**config.mk**
```make
export PLATFORM = sky130hd
export DESIGN_NAME = jlc3_run_ctrl_flat
export DESIGN_NICKNAME = d
export VERILOG_FILES = /design/src/rtl/jlc3_run_ctrl_if.sv /design/src/rtl/jlc3_run_ctrl.sv /design/src/flat_wrapper.sv
export SDC_FILE = /design/constraint.sdc
export NUM_CORES = 1
export LEC_CHECK = 0
export ABC_AREA = 1
export CORE_MARGIN = 4
export CORE_UTILIZATION = 26
export DETAILED_ROUTE_END_ITERATION = 8
export GPL_TIMING_DRIVEN = 0
export HOLD_SLACK_MARGIN = 0.15
export MAX_ROUTING_LAYER = met4
export PLACE_DENSITY_LB_ADDON = 0.1
export SETUP_SLACK_MARGIN = 0.4
export SLEW_MARGIN = 10
export SYNTH_ARGS = -nofsm -noshare
export SYNTH_HDL_FRONTEND = slang
export SYNTH_SLANG_ARGS = --single-unit
```
**constraint.sdc**
```tcl
create_clock -name clk_i_w -period 2 [get_ports clk_i_w]
set_input_delay 0.4 -clock clk_i_w [delete_from_list [all_inputs] [get_ports clk_i_w]]
set_output_delay 0.4 -clock clk_i_w [all_outputs]
set_load 0.1 [all_outputs]
```
**src/rtl/jlc3_run_ctrl_if.sv**
```systemverilog
// Command port bundle for the jlc3 run-control sequencer.
// master issues HALT/RUN/STEP/MASK commands, slave returns ready.
interface jlc3_run_ctrl_if #(
   parameter int NUM_CORES  = 1,
   parameter int STEP_CNT_W = 16
);
   logic                  cmd_valid_i_w;
   logic                  cmd_ready_o_w;
   logic [1:0]            cmd_op_i_w;
   logic [STEP_CNT_W-1:0] cmd_cnt_i_w;
   logic [NUM_CORES-1:0]  cmd_mask_i_w;

   modport master (
      output cmd_valid_i_w,
      output cmd_op_i_w,
      output cmd_cnt_i_w,
      output cmd_mask_i_w,
      input  cmd_ready_o_w
   );

   modport slave (
      input  cmd_valid_i_w,
      input  cmd_op_i_w,
      input  cmd_cnt_i_w,
      input  cmd_mask_i_w,
      output cmd_ready_o_w
   );
endinterface

```
**src/rtl/jlc3_run_ctrl.sv**
```systemverilog
// Run-control sequencer: halt / free-run / N-cycle step / mask for jlc3 cores.
// Optional enabled-cycle counter guarded by JLC3_RUN_CYC_CNT_EN.
module jlc3_run_ctrl #(
   parameter int NUM_CORES  = 1,
   parameter int STEP_CNT_W = 16,
   parameter int RST_HOLD   = 4
) (
   input  logic                 clk_i_w,
   input  logic                 rst_i_w,
   jlc3_run_ctrl_if.slave       cmd_if,
   input  logic [NUM_CORES-1:0] halt_req_i_w,
   output logic [NUM_CORES-1:0] en_o_w,
   output logic                 busy_o_w,
   output logic                 done_o_w,
   output logic                 err_o_w,
   output logic [31:0]          run_cyc_o_w
);
   localparam int HOLD_W = (RST_HOLD > 1) ? $clog2(RST_HOLD) : 1;

   localparam logic [1:0] OP_HALT = 2'b00;
   localparam logic [1:0] OP_RUN  = 2'b01;
   localparam logic [1:0] OP_STEP = 2'b10;
   localparam logic [1:0] OP_MASK = 2'b11;

   typedef enum logic [1:0] {
      S_HOLD = 2'd0,
      S_IDLE = 2'd1,
      S_RUN  = 2'd2,
      S_STEP = 2'd3
   } state_t;

   state_t r_state;
   state_t w_state_nxt;

   logic [HOLD_W-1:0]     r_hold;
   logic [HOLD_W-1:0]     w_hold_nxt;
   logic [STEP_CNT_W-1:0] r_step;
   logic [STEP_CNT_W-1:0] w_step_nxt;
   logic [NUM_CORES-1:0]  r_mask;
   logic [NUM_CORES-1:0]  w_mask_nxt;
   logic [NUM_CORES-1:0]  r_halted;
   logic [NUM_CORES-1:0]  w_halted_nxt;
   logic [NUM_CORES-1:0]  r_en;
   logic [NUM_CORES-1:0]  w_en_nxt;
   logic                  r_done;
   logic                  w_done_nxt;
   logic                  r_err;
   logic                  w_err_nxt;

   logic                  w_ready;
   logic                  w_acc;
   logic                  w_halt_cmd;
   logic                  w_last;
   logic [NUM_CORES-1:0]  w_eff;
   logic [NUM_CORES-1:0]  w_halted_upd;
   logic [NUM_CORES-1:0]  w_eff_run;

   assign w_ready      = (r_state != S_HOLD);
   assign w_acc        = cmd_if.cmd_valid_i_w & w_ready;
   assign w_halt_cmd   = w_acc & (cmd_if.cmd_op_i_w == OP_HALT);
   assign w_last       = (r_step == STEP_CNT_W'(1));
   assign w_eff        = r_mask & ~r_halted;
   // halt requests only count for cores that are actually enabled
   assign w_halted_upd = r_halted | (halt_req_i_w & r_en);
   assign w_eff_run    = r_mask & ~w_halted_upd;

   always_ff @(posedge clk_i_w or negedge rst_i_w) begin
      if (!rst_i_w) r_state <= S_HOLD;
      else          r_state <= w_state_nxt;
   end

   always_comb begin
      w_state_nxt = r_state;
      unique case (r_state)
         S_HOLD: begin
            if (r_hold == '0) w_state_nxt = S_IDLE;
         end
         S_IDLE: begin
            if (w_acc && w_eff != '0) begin
               if (cmd_if.cmd_op_i_w == OP_RUN)
                  w_state_nxt = S_RUN;
               else if (cmd_if.cmd_op_i_w == OP_STEP &&
                        cmd_if.cmd_cnt_i_w != '0)
                  w_state_nxt = S_STEP;
            end
         end
         S_RUN: begin
            if (w_halt_cmd || w_eff_run == '0)
               w_state_nxt = S_IDLE;
         end
         S_STEP: begin
            if (w_halt_cmd || w_eff_run == '0 || w_last)
               w_state_nxt = S_IDLE;
         end
         default: w_state_nxt = S_HOLD;
      endcase
   end

   always_comb begin
      w_hold_nxt   = r_hold;
      w_step_nxt   = r_step;
      w_mask_nxt   = r_mask;
      w_halted_nxt = r_halted;
      w_en_nxt     = '0;
      w_done_nxt   = 1'b0;
      w_err_nxt    = 1'b0;
      unique case (r_state)
         S_HOLD: begin
            if (r_hold != '0) w_hold_nxt = r_hold - HOLD_W'(1);
         end
         S_IDLE: begin
            if (w_acc) begin
               unique case (cmd_if.cmd_op_i_w)
                  OP_MASK: begin
                     w_mask_nxt   = cmd_if.cmd_mask_i_w;
                     w_halted_nxt = '0;
                  end
                  OP_RUN: begin
                     if (w_eff == '0) w_done_nxt = 1'b1;
                     else             w_en_nxt   = w_eff;
                  end
                  OP_STEP: begin
                     if (w_eff == '0 || cmd_if.cmd_cnt_i_w == '0) begin
                        w_done_nxt = 1'b1;
                     end else begin
                        w_en_nxt   = w_eff;
                        w_step_nxt = cmd_if.cmd_cnt_i_w;
                     end
                  end
                  default: ;
               endcase
            end
         end
         S_RUN, S_STEP: begin
            w_halted_nxt = w_halted_upd;
            w_step_nxt   = (r_state == S_STEP) ? r_step - STEP_CNT_W'(1) : r_step;
            if (w_halt_cmd) begin
               w_step_nxt = '0;
            end else begin
               w_err_nxt = w_acc;
               if (w_eff_run == '0 || (r_state == S_STEP && w_last)) begin
                  w_done_nxt = 1'b1;
                  w_step_nxt = '0;
               end else begin
                  w_en_nxt = w_eff_run;
               end
            end
         end
         default: ;
      endcase
   end

   always_ff @(posedge clk_i_w or negedge rst_i_w) begin
      if (!rst_i_w) begin
         r_hold   <= HOLD_W'(RST_HOLD - 1);
         r_step   <= '0;
         r_mask   <= '1;
         r_halted <= '0;
         r_en     <= '0;
         r_done   <= 1'b0;
         r_err    <= 1'b0;
      end else begin
         r_hold   <= w_hold_nxt;
         r_step   <= w_step_nxt;
         r_mask   <= w_mask_nxt;
         r_halted <= w_halted_nxt;
         r_en     <= w_en_nxt;
         r_done   <= w_done_nxt;
         r_err    <= w_err_nxt;
      end
   end

`ifdef JLC3_RUN_CYC_CNT_EN
   logic [31:0] r_cyc;
   logic        w_cyc_clr;

   assign w_cyc_clr = (r_state == S_IDLE) & w_acc &
                      (cmd_if.cmd_op_i_w == OP_MASK);

   always_ff @(posedge clk_i_w or negedge rst_i_w) begin
      if (!rst_i_w)      r_cyc <= '0;
      else if (w_cyc_clr) r_cyc <= '0;
      else if (|r_en)    r_cyc <= r_cyc + 32'd1;
   end

   assign run_cyc_o_w = r_cyc;
`else
   assign run_cyc_o_w = '0;
`endif

   assign cmd_if.cmd_ready_o_w = w_ready;
   assign en_o_w   = r_en;
   assign busy_o_w = (r_state == S_RUN) || (r_state == S_STEP);
   assign done_o_w = r_done;
   assign err_o_w  = r_err;
endmodule

```
**src/flat_wrapper.sv**
```systemverilog
// flat-port wrapper written by rule: the top's interface ports become plain ports
module jlc3_run_ctrl_flat 
#(
   parameter int NUM_CORES  = 1,
   parameter int STEP_CNT_W = 16,
   parameter int RST_HOLD   = 4
)
  (clk_i_w, rst_i_w, halt_req_i_w, en_o_w, busy_o_w, done_o_w, err_o_w, run_cyc_o_w, cmd_if_cmd_valid_i_w, cmd_if_cmd_op_i_w, cmd_if_cmd_cnt_i_w, cmd_if_cmd_mask_i_w, cmd_if_cmd_ready_o_w);
  jlc3_run_ctrl_if #(.NUM_CORES(NUM_CORES), .STEP_CNT_W(STEP_CNT_W)) cmd_if_i ();
  input  logic clk_i_w;
  input  logic rst_i_w;
  input  logic [NUM_CORES-1:0] halt_req_i_w;
  output logic [NUM_CORES-1:0] en_o_w;
  output logic busy_o_w;
  output logic done_o_w;
  output logic err_o_w;
  output logic [31:0] run_cyc_o_w;
  input wire logic [$bits(cmd_if_i.cmd_valid_i_w)-1:0] cmd_if_cmd_valid_i_w;
  input wire logic [$bits(cmd_if_i.cmd_op_i_w)-1:0] cmd_if_cmd_op_i_w;
  input wire logic [$bits(cmd_if_i.cmd_cnt_i_w)-1:0] cmd_if_cmd_cnt_i_w;
  input wire logic [$bits(cmd_if_i.cmd_mask_i_w)-1:0] cmd_if_cmd_mask_i_w;
  output wire logic [$bits(cmd_if_i.cmd_ready_o_w)-1:0] cmd_if_cmd_ready_o_w;
  assign cmd_if_i.cmd_valid_i_w = cmd_if_cmd_valid_i_w;
  assign cmd_if_i.cmd_op_i_w = cmd_if_cmd_op_i_w;
  assign cmd_if_i.cmd_cnt_i_w = cmd_if_cmd_cnt_i_w;
  assign cmd_if_i.cmd_mask_i_w = cmd_if_cmd_mask_i_w;
  assign cmd_if_cmd_ready_o_w = cmd_if_i.cmd_ready_o_w;
  jlc3_run_ctrl #(.NUM_CORES(NUM_CORES), .STEP_CNT_W(STEP_CNT_W), .RST_HOLD(RST_HOLD)) u_core (.clk_i_w(clk_i_w), .rst_i_w(rst_i_w), .cmd_if(cmd_if_i), .halt_req_i_w(halt_req_i_w), .en_o_w(en_o_w), .busy_o_w(busy_o_w), .done_o_w(done_o_w), .err_o_w(err_o_w), .run_cyc_o_w(run_cyc_o_w));
endmodule
```
# Yosys cells after proc, flatten, opt, wreduce, memory -nomap -nowiden
# Cells that the tools add are included.
[totals]
ff_bits = 25
inputBits = 23
output_inout_bits = 37
wordCells = 92
[op_classes]
n_addsub = 2
n_eq_ne = 17
mux = 33
bitwise_logic = 10
reduce_logical = 22
[ops]
columns = ["cell", "count"]
rows = [
  ["two-way mux 16 bit", 6],
  ["one-hot mux 16 bit (2 select lines)", 1],
  ["equality test 16 x 1 -> 1 bit, second input constant", 1],
  ["logical NOT 16 bit", 1],
  ["nonzero test 16 bit", 1],
  ["subtractor 16 x 1 -> 16 bit, second input constant", 1],
  ["two-way mux 1 bit", 14],
  ["two-way mux 2 bit", 6],
  ["!= test 2 x 1 -> 1 bit, second input constant", 6],
  ["one-hot mux 1 bit (2 select lines)", 5],
  ["AND reduction 5 bit", 2],
  ["equality test 2 bit, second input constant", 4],
  ["one-hot mux 2 bit (4 select lines)", 1],
  ["logical NOT 2 bit", 3],
  ["AND reduction 3 bit", 2],
  ["nonzero test 2 bit", 3],
  ["bitwise AND 1 bit", 5],
  ["logical OR 1 bit", 5],
  ["equality test 2 x 1 -> 1 bit, second input constant", 2],
  ["!= test 2 bit, second input constant", 2],
  ["!= test 4 x 1 -> 1 bit, second input constant", 1],
  ["inverter 1 bit", 4],
  ["logical AND 1 bit", 3],
  ["!= test 3 x 1 -> 1 bit, second input constant", 1],
  ["4 further kinds", 4],
]

# Depth between registers and ports, before layout
# Gate-level depths: netlist of the first run.
[depth]
ltp_word = 9
ltp_mapped = 13
ltp_nobuf = 13

# Least setup slack after synthesis of the first run
# No wires, ideal clock.
[synth_timing]
path_type = "register to register"
start = "reg u_core.r_en, in the netlist u_core.en_o_w"
end = "reg u_core.r_step[10]"
setup_time_ps = 117
arrival_ps = 1816
t_required_ps = 1883
slack_ps = 67
path_stages_with_launch = 11
path_buffers = 1
period_less_slack_ps = 1933
cell_sequence = "dfrtp_1 > nand2_1 > nand3_1 > nor2_4 > nor2_1 > nand3_2 > nand2_4 > buf_6 > nand2_1 > nand2_1 > nand2_1"
[synth_via]
elab_chain_len = 9
elab_cells_between_ends = 11
classes_between = "eq/ne: 1; mux: 3; bitwise: 5; reduce/logical: 2"
[synth_rtl]
columns = ["item", "line", "rtl"]
rows = [
  ["start, declared", "jlc3_run_ctrl.sv:43", "logic [NUM_CORES-1:0] r_en;"],
  ["start signal, assigned", "jlc3_run_ctrl.sv:167", "r_en <= w_en_nxt;"],
  ["bitwise AND 1 bit *", "jlc3_run_ctrl.sv:64", "assign w_halted_upd = r_halted | (halt_req_i_w & r_en);"],
  ["OR 1 bit *", "jlc3_run_ctrl.sv:64", ""],
  ["inverter 1 bit *", "jlc3_run_ctrl.sv:65", "assign w_eff_run = r_mask & ~w_halted_upd;"],
  ["bitwise AND 1 bit *", "jlc3_run_ctrl.sv:65", ""],
  ["inverter 1 bit *", "jlc3_run_ctrl.sv:141", "if (w_eff_run == '0 || (r_state == S_STEP && w_last)) begin"],
  ["logical OR 1 bit *", "jlc3_run_ctrl.sv:141", ""],
  ["two-way mux 16 bit", "jlc3_run_ctrl.sv:141", ""],
  ["two-way mux 16 bit", "jlc3_run_ctrl.sv:137", "if (w_halt_cmd) begin"],
  ["one-hot mux 16 bit (2 select lines)", "jlc3_run_ctrl.sv:107", "unique case (r_state)"],
  ["end signal, assigned", "jlc3_run_ctrl.sv:164", "r_step <= w_step_nxt;"],
  ["end, declared", "jlc3_run_ctrl.sv:37", "logic [STEP_CNT_W-1:0] r_step;"],
]
# Mark *: on every way between the ends. The rest lies on a longest branch, timed or not.
# A chain may end at the register's enable or synchronous reset.

# Final worst setup path of the first run
[layout_timing]
start = "reg u_core.r_state[0]"
end = "out cmd_if_cmd_ready_o_w"
[layout_via]
elab_chain_len = 1
[layout_rtl]
columns = ["item", "line", "rtl"]
rows = [
  ["start, declared", "jlc3_run_ctrl.sv:32", "state_t r_state;"],
  ["start signal, assigned", "jlc3_run_ctrl.sv:69", "else r_state <= w_state_nxt;"],
  ["nonzero test 2 bit", "jlc3_run_ctrl.sv:58", "assign w_ready = (r_state != S_HOLD);"],
  ["end, declared", "flat_wrapper.sv:22", "output wire logic [$bits(cmd_if_i.cmd_ready_o_w)-1:0] cmd_if_cmd_ready_o_w;"],
]
# No other way between the ends.

==> impl_metrics.toml, run 1 <==
[status]
status = "completed"

[logic_synthesis]
synth_area_per_cell_um2 = 6.515
synth.most_common_cell = "nand2_1"
syn_area_um2 = 2078
async_flop_share_pct = 100.0
synthCells = 319
ys_warn_count = 0
synth_top_area_share_pct = 26.49
synth_top_cell_by_area = "dfrtp_1"
synth_seq_area_share_pct = 30.28
ys_ff_latch = 25
ys_top_cells_by_count = "nand2_1, nor2_1, buf_4"
ys.flop_type = "dfrtp_1"
synth_edf_count = 0
synth.area.top_cells = "dfrtp_1, nand2_1, buf_4"
synth_cell_type_count = 30

[grt]
track_usage_pct = 12.68
grt_pass1_vias = 1983
grt_use_met3_pct = 2.943
grt_max_degree = 26
grt.overflow.total = 0
antenna_found_initial = 0
grt_use_met1_pct = 16.38
grt.busiest_layer = "met2"
gr-usage-met2_pct = 20.14
grt_pass1_wl_um = 9625

[setup_path]
r2r_slack_ns = 0.43
crit_cells = 3
worstPathArrival_ns = 1.19
critPathMaxStageDelay_ns = 0.46
path_class = "reg -> out"
rr_startpoint = "u_core.r_step[1]"
critPathRequiredTime_ns = 1.60
cp_num_buf_inv = 2
cp-start-kind = "flip-flop"
worstSetupStartpoint = "u_core.r_state[0]"
r2r_cells = 12
cpLargestDelayFamily = "flip-flops"
end_kind = "output pin"
critPathMaxFanout = 4
crit_slowest_cell = "dfrtp_2"
r2r-end = "u_core.r_step[2]"
path_cells = "nor2_4 -> clkinvlp_4 -> buf_8"

[power_and_ir_drop]
leakage_nw = 1.621
peakVddDrop_uv = 561.3
p_per_area_nw_per_um2 = 1246
fin_total_pwr_mw = 3.797

[final_layout]
final_nets = 435
area_growth_syn_to_layout_pct = 46.60
post_route_cells_drive_above_1_share_pct = 32.18
utilization_pct = 39.22
antenna_cells = 0

[clock_tree]
clock_latency_ns = 0.28
cts_buffers = 3
clock-sinks = 25
path_clk_slew_ns = 0.10
clk_path_buf_depth = 2
cts-root-buf = "clkbuf_8"
h-tree-depth = 1
cts_tree = "done"

[floorplanning]
num_io_pins = 60
core_um2 = 7767
die_area_um2 = 9488
die_h_um = 97.41
floorplan.initialDensity_pct = 26.76
rows = 32
die_w_um = 97.41

[place]
port-buffer-count = 27
place_ws_ns = -0.1799
dp_hpwl_um = 4279
gp_congestion = 0.8165

[timing]
finClkSkew_ns = 0.003252
hold_slack_ns = 0.4529
worstMarginPinSlew_ns = 0.6138
tns_ns = 0
rsz0062_at_grt = "true"
timing.final.crit_share_pct = 79.26
max_freq_mhz = 630.8
setup_viol = 0
fin_crit_ns = 1.585
setup_slack_ns = 0.4148
relSlewSlack_pct = 59.08
finalMaxSlewViolations = 0
hold_viol = 0

[drt]
viasPerCell = 4.067
routed_wl_um = 5850
vias = 2058
wl_per_cell_um = 11.56
firstDrtPassIters = 4
drtIter0Drc = 110
drc = 0
detail-route-antenna-nets = 0

[worst_hold_path]
holdPathEnd = "u_core.r_step[8]"
min_from = "cmd_if_cmd_cnt_i_w[8]"
hold_depth = 5
hold_class = "in -> reg"

[job]
maxCapViolations = 0
[worst max-delay path by stage]
stage                                       to  slack, ns
final                     cmd_if_cmd_ready_o_w       0.41
after CTS                 cmd_if_cmd_ready_o_w       0.21
after global routing          u_core.r_step[3]       0.32
after detailed placement      u_core.r_step[9]      -0.18
after floorplan              u_core.r_state[0]       0.33
after global placement    cmd_if_cmd_ready_o_w      -0.18
[kinds of logic after synthesis]
| group | Yosys count | synth area share [%] |
|---|---|---|
| other cells | 1 | 0.1804 |
| simple gates | 188 | 37.33 |
| flops | 25 | 30.28 |
| xor+xnor | 7 | 2.950 |
| buf+inv | 68 | 18.96 |
| compound gates | 23 | 6.081 |
| fa+ha+maj | 7 | 4.214 |
[sequential cells by signal (all words and copies together), names as in the netlist]
register and flops:
u_core.r_halted 1, u_core.r_hold 2, u_core.r_step 16, u_core.err_o_w 1
u_core.r_state 2, u_core.en_o_w 1, u_core.done_o_w 1, u_core.r_mask 1
[per-layer routing]
metal / part of all wire, % / vias up / wire length [um]
met5: 0 / - / 0
met1: 47 / 911 / 2721
met4: 1.7 / 0 / 97
li1: - / 1095 / -
met2: 47 / 44 / 2741
met3: 5.0 / 8 / 290
[stage by stage]
| step | instance area, um^2 | instances |
|---|---|---|
| 6_report | 3047 | 506 |
| 5_1_grt | 3047 | 506 |
| 4_1_cts | 2820 | 495 |
| 3_5_place_dp | 2615 | 479 |
| 3_3_place_gp | 2620 | 479 |
| 2_1_floorplan | 2222 | 350 |
[report_power, final]
group          switching (mW)  internal (mW)  leakage [nW]
Sequential              0.246          0.715         0.300
Clock                   0.182          0.140        0.0255
Combinational            1.59          0.923          1.30
Total                    2.02           1.78          1.62
[cell type report]
type                            count  area (um^2)
Multi-Input combinational cell    257         1348
Timing Repair Buffer               50        471.7
Buffer                             37        287.8
Sequential cell                    25        636.9
Clock buffer                        3        41.29
Clock inverter                      1        5.005
Inverter                           31        128.9
Fill cell                         846         4721
Tap cell                          102        127.6
[timing repair]
action,CTS,global route
gates cloned,2,0
endpoints found under the setup margin,26,23
gates resized for setup,55,67
buffers inserted,9,11
hold endpoints to repair,21,0
hold buffers,1,0
pin swaps,15,41
[worst register-to-register path, stage by stage (launching register included)]
cell and delay (ns):
dfrtp_1 0.40, inv_2 0.09, ha_4 0.14, inv_2 0.03, nor2_2 0.09, nand2_1 0.07, nor2_2 0.12, nand3_2 0.10
nand2_4 0.12, buf_6 0.15, o21ai_2 0.05, nand2_1 0.07, nand2_1 0.04
[placed cells by master, fill, tap and decap left out, drive strengths merged, types with 2 or more instances in the layout]
master,count
xnor2,2
ha,7
clkbuf,7
clkinv,2
buf,62
nand2,107
dlymetal6s2s,8
dfstp,3
nand3,17
nand4,3
inv,29
conb,32
xor2,5
dlygate4sd2,8
a21oi,3
clkdlybuf4s50,3
o21ai,17
dfrtp,22
nor2,57
nor3,3
No activity file was read; power rests on OpenSTA's default activity.
==> run 2: changes to the inputs <==
Clock period 2 ns to 1.4 ns, I/O delays scaled along.
==> impl_metrics.toml, run 2 (synthesis gave the netlist of run 1 again) <==
[power_and_ir_drop]
p_per_area_nw_per_um2 = 1829
peakVddDrop_uv = 754.2
leakage_nw = 1.658
fin_total_pwr_mw = 6.105

[timing]
max_freq_mhz = 617.0
fin_crit_ns = 1.621
hold_slack_ns = -0.002149
hold_viol = 2
rsz0062_at_grt = "true"
setup_slack_ns = -0.2207
setup_viol = 21
timing.final.crit_share_pct = 115.8
tns_ns = -3.106
finalMaxSlewViolations = 0
worstMarginPinSlew_ns = 0.6048
relSlewSlack_pct = 59.68
finClkSkew_ns = 0.005559

[setup_path]
path_class = "reg -> reg"
crit_cells = 13
critPathMaxStageDelay_ns = 0.41
end_kind = "flip-flop"
crit_slowest_cell = "dfrtp_1"
r2r_cells = 13
cpLargestDelayFamily = "simple AND/OR/NAND/NOR gates"
cp_num_buf_inv = 4
critPathRequiredTime_ns = 1.57
cp-start-kind = "flip-flop"
path_common_cell = "nor2_1"
rr_startpoint = "u_core.r_step[1]"
path_cells = "inv_2 -> ha_4 -> inv_2 -> nor2_2 -> nand2_1 -> nor2_2 -> nand3_2 -> buf_4 -> buf_4 -> nand3_1 -> nor2_1 -> nor2_1 -> nor2_1"
worstPathArrival_ns = 1.79
critPathMaxFanout = 3
worstSetupStartpoint = "u_core.r_step[1]"

[final_layout]
fin_cells = 516
largest_reg_flops = 16
reg_top3 = "u_core.r_step (16), u_core.r_hold (2), u_core.r_state (2)"
post_route_cells_drive_above_1_share_pct = 37.92
nFillCells = 841
antenna_cells = 0
area_growth_syn_to_layout_pct = 60.63
final_nets = 445
final_cell_mix = "nand2_1, buf_4, nor2_1, conb_1, inv_1"
regMostFlops = "u_core.r_step"
fin_area_um2 = 3338
utilization_pct = 42.98
regArea_um2 = 640.6
mostFrequentLayoutCell = "nand2_1"
multi_input_area_um2 = 1413

[clock_tree]
path_clk_slew_ns = 0.10
clk_path_buf_depth = 2
clock_latency_ns = 0.28
clock-sinks = 25
h-tree-depth = 1
cts-root-buf = "clkbuf_8"
cts_buffers = 3
cts_tree = "done"

[status]
status = "finished, violations left"
failed_checks = "negative hold slack, negative setup slack"

[drt]
detail-route-antenna-nets = 0
routed_wl_um = 6224
viasPerCell = 4.114
drc = 0
vias = 2123
wl_per_cell_um = 12.06
drtIter0Drc = 94
firstDrtPassIters = 4

[floorplanning]
die_area_um2 = 9488
floorplan.initialDensity_pct = 26.76
num_io_pins = 60
core_um2 = 7767
die_h_um = 97.41
die_w_um = 97.41
rows = 32

[grt]
grt_max_degree = 26
track_usage_pct = 13.39
grt_pass1_wl_um = 10210
grt.overflow.total = 0
grt_pass1_vias = 2135
antenna_found_initial = 0

[place]
gp_congestion = 0.8250
dp_hpwl_um = 4254
port-buffer-count = 27
place_inst = 479
dpl_cell_area_um2 = 2653

[worst_hold_path]
hold_class = "in -> async"

[job]
maxCapViolations = 0
[run 2: changes by cell type in the layout (fill, tap and decap cells not counted), sizes merged]
cell | previous run | this run
dlygate4sd3 | 1 | 0
clkdlybuf4s15 | 0 | 1
buf | 62 | 74
dlygate4sd2 | 8 | 5
clkdlybuf4s50 | 3 | 13
clkinv | 2 | 1
clkdlybuf4s18 | 1 | 0
dlymetal6s2s | 8 | 1
[run 2: metrics by stage]
| stage | worst slack (ns) | hold slack [ns] |
|---|---|---|
| after floorplan | -0.2660 | -0.01559 |
| after global placement | -0.6756 | 0.4824 |
| after detailed placement | -0.6601 | 0.3405 |
| after CTS | -0.1519 | 0.02277 |
| after global routing | -0.3235 | 0.04597 |
| final | -0.2207 | -0.002149 |
[run 2: where the power goes]
group          internal, mW  switching, mW
combinational          1.79           2.44
clock                 0.204          0.252
sequential             1.03          0.390
[run 2: final cells by class]
class / instances / area share, %
plain buffers: 37 / 9.783
clock buffers: 4 / 1.349
repair buffers: 60 / 19.34
inverters: 31 / 4.198
flip-flops and latches: 25 / 19.19
multi-input cells: 257 / 42.32
well taps: 102 / 3.823
[run 2: timing repair]
action                                 CTS  global route
buffers inserted                        17            12
cloned                                   3             1
setup endpoints to repair               30            30
resized for setup                      100            46
endpoints found under the hold margin   22            22
pin swaps                               12            33
[run 2: layer usage]
layer	GRT usage, %	routed length [um]
met4	2.130	62
met5	-	0
met2	22.40	3102
met1	17.14	2760
met3	2.584	298
[run 2: final timing paths]
| check | end | slack [ns] |
|---|---|---|
| setup / recovery | u_core.r_step[13] | -0.22 |
| hold / removal | u_core.r_step[4] | -0.002 |
| setup reg to reg | u_core.r_step[13] | -0.22 |
| hold reg to reg | u_core.r_hold[1] | 0.48 |
| max in group asynchronous | u_core.en_o_w | 0.94 |
| min in group clk_i_w | u_core.r_step[3] | 0.35 |
==> run 3: changes to the inputs <==
Settings changed: CORE_UTILIZATION 26 to 25.
Clock period 1.4 ns to 2 ns, I/O delays scaled along.
==> impl_metrics.toml, run 3 (synthesis gave the netlist of run 1 again) <==
[power_and_ir_drop]
power.switching_mw = 2.054
combPwrFrac_pct = 66.6
p_per_area_nw_per_um2 = 1256
peakVddDrop_uv = 339.1
power_frac_seq_pct = 24.9
intPower_mw = 1.860
switching_share_pct = 52.48
p_clk_share_pct = 8.4
leakage_nw = 1.616

[setup_path]
r2r_slack_ns = 0.37
critPathRequiredTime_ns = 1.60
critPathMaxStageDelay_ns = 0.47
crit_slowest_cell = "dfrtp_1"
worstPathArrival_ns = 1.29
end_kind = "output pin"
path_class = "reg -> out"
cpLargestDelayFamily = "flip-flops"
cp_num_buf_inv = 2
path_cells = "nor2_4 -> clkinvlp_4 -> buf_4"
cp-start-kind = "flip-flop"
critPathMaxFanout = 5

[final_layout]
mostFrequentLayoutCell = "nand2_1"
antenna_cells = 0
post_route_cells_drive_above_1_share_pct = 32.84
final_nets = 433
reg_top3 = "u_core.r_step (16), u_core.r_hold (2), u_core.r_state (2)"
final_cell_mix = "nand2_1, buf_4, nor2_1, conb_1"
utilization_pct = 39.50
largest_reg_flops = 16
regMostFlops = "u_core.r_step"
fin_cells = 504
area_growth_syn_to_layout_pct = 49.91

[drt]
drc = 0
routed_wl_um = 5969
drtIter0Drc = 103
detail-route-antenna-nets = 0
viasPerCell = 4.022
vias = 2027
wl_per_cell_um = 11.84
firstDrtPassIters = 4

[place]
dp_hpwl_um = 4217
place_inst = 479
port-buffer-count = 27
gp_congestion = 0.8440

[timing]
worstMarginPinSlew_ns = 0.6236
relSlewSlack_pct = 58.43
hold_slack_ns = 0.1271
finalMaxSlewViolations = 0
timing.final.crit_share_pct = 84.44
finClkSkew_ns = 0.006494
fin_crit_ns = 1.689
max_freq_mhz = 592.2
setup_viol = 0
hold_viol = 0
rsz0062_at_grt = "true"

[clock_tree]
clock-sinks = 25
clk_path_buf_depth = 2
cts_buffers = 3
clock_latency_ns = 0.28
cts-root-buf = "clkbuf_8"
cts_tree = "done"
h-tree-depth = 1
ctsHoldBuffers = 0
path_clk_slew_ns = 0.10

[status]
status = "completed"

[grt]
track_usage_pct = 12.44
grt.overflow.total = 0
grt_max_degree = 26
antenna_found_initial = 0
grt_pass1_wl_um = 9618
grt_pass1_vias = 2012

[job]
maxCapViolations = 0

[floorplanning]
core_um2 = 7888
die_h_um = 99.18
rows = 32
num_io_pins = 60
die_area_um2 = 9836
floorplan.initialDensity_pct = 26.35
die_w_um = 99.18

[worst_hold_path]
hold_class = "in -> async"
## run 3: power by group through the flow
| stage | Clock, mW | Combinational, mW | Sequential [mW] |
|---|---|---|---|
| finish | 0.331 | 2.61 | 0.975 |
| global route | 0.350 | 2.87 | 1.01 |
| CTS | 0.341 | 2.36 | 0.955 |
| detailed placement | 0 | 1.94 | 0.951 |
| global placement | 0 | 1.95 | 0.951 |
| floorplan | 0 | 1.42 | 1.04 |
## run 3: cell type report
class                      count  area, um^2
tap                          102       127.6
fill                         866        4772
inverter                      31       127.6
sequential                    25       635.6
clock buffer                   4       45.04
timing repair buffer          48       525.5
multi-input combinational    257        1354
buffer                        37       300.3
## run 3: timing repair
action,CTS,global route
cloned,2,0
pin swaps,18,30
buffers inserted,16,3
endpoints found under the setup margin,26,25
gates resized for setup,68,55
## run 3: metrics by stage
stage	cell area [um^2]	setup TNS (ns)	power, mW	worst slack (ns)
5_1_grt	3115	0	4.233	0.2359
6_report	3115	0	3.914	0.3112
3_3_place_gp	2620	-3.679	2.903	-0.1936
4_1_cts	2932	0	3.654	0.2257
3_5_place_dp	2615	-3.014	2.896	-0.1840
2_1_floorplan	2222	0	2.465	0.3337
## run 3: worst paths after layout
kind / startpoint / to / cells past startpoint
setup / recovery: u_core.r_state[0] / cmd_if_cmd_ready_o_w / 3
hold / removal: rst_i_w / u_core.r_step[15] / 1
setup reg to reg: u_core.r_mask / u_core.r_step[15] / 10
hold reg to reg: u_core.r_hold[1] / u_core.r_hold[1] / 2
max in group asynchronous: rst_i_w / u_core.en_o_w / 1
min in group clk_i_w: cmd_if_cmd_cnt_i_w[10] / u_core.r_step[10] / 5
## run 3: layer usage
layer,part of all wire (%),up-vias,global-route usage [%]
met1,48,887,16.80
met3,4.2,7,1.613
li1,-,1088,-
met2,47,45,19.63
met5,0,-,-
met4,1.4,0,3.361
## run 3: worst register-to-register path: stages, from the launching register on
cell and delay, ns:
dfstp_2 0.58, inv_2 0.06, nor2_4 0.09, nand3_1 0.09, nor2_2 0.16, nand3_4 0.10
nand2_4 0.09, buf_12 0.13, nand2_1 0.06, nor2_1 0.11, nor2_1 0.05
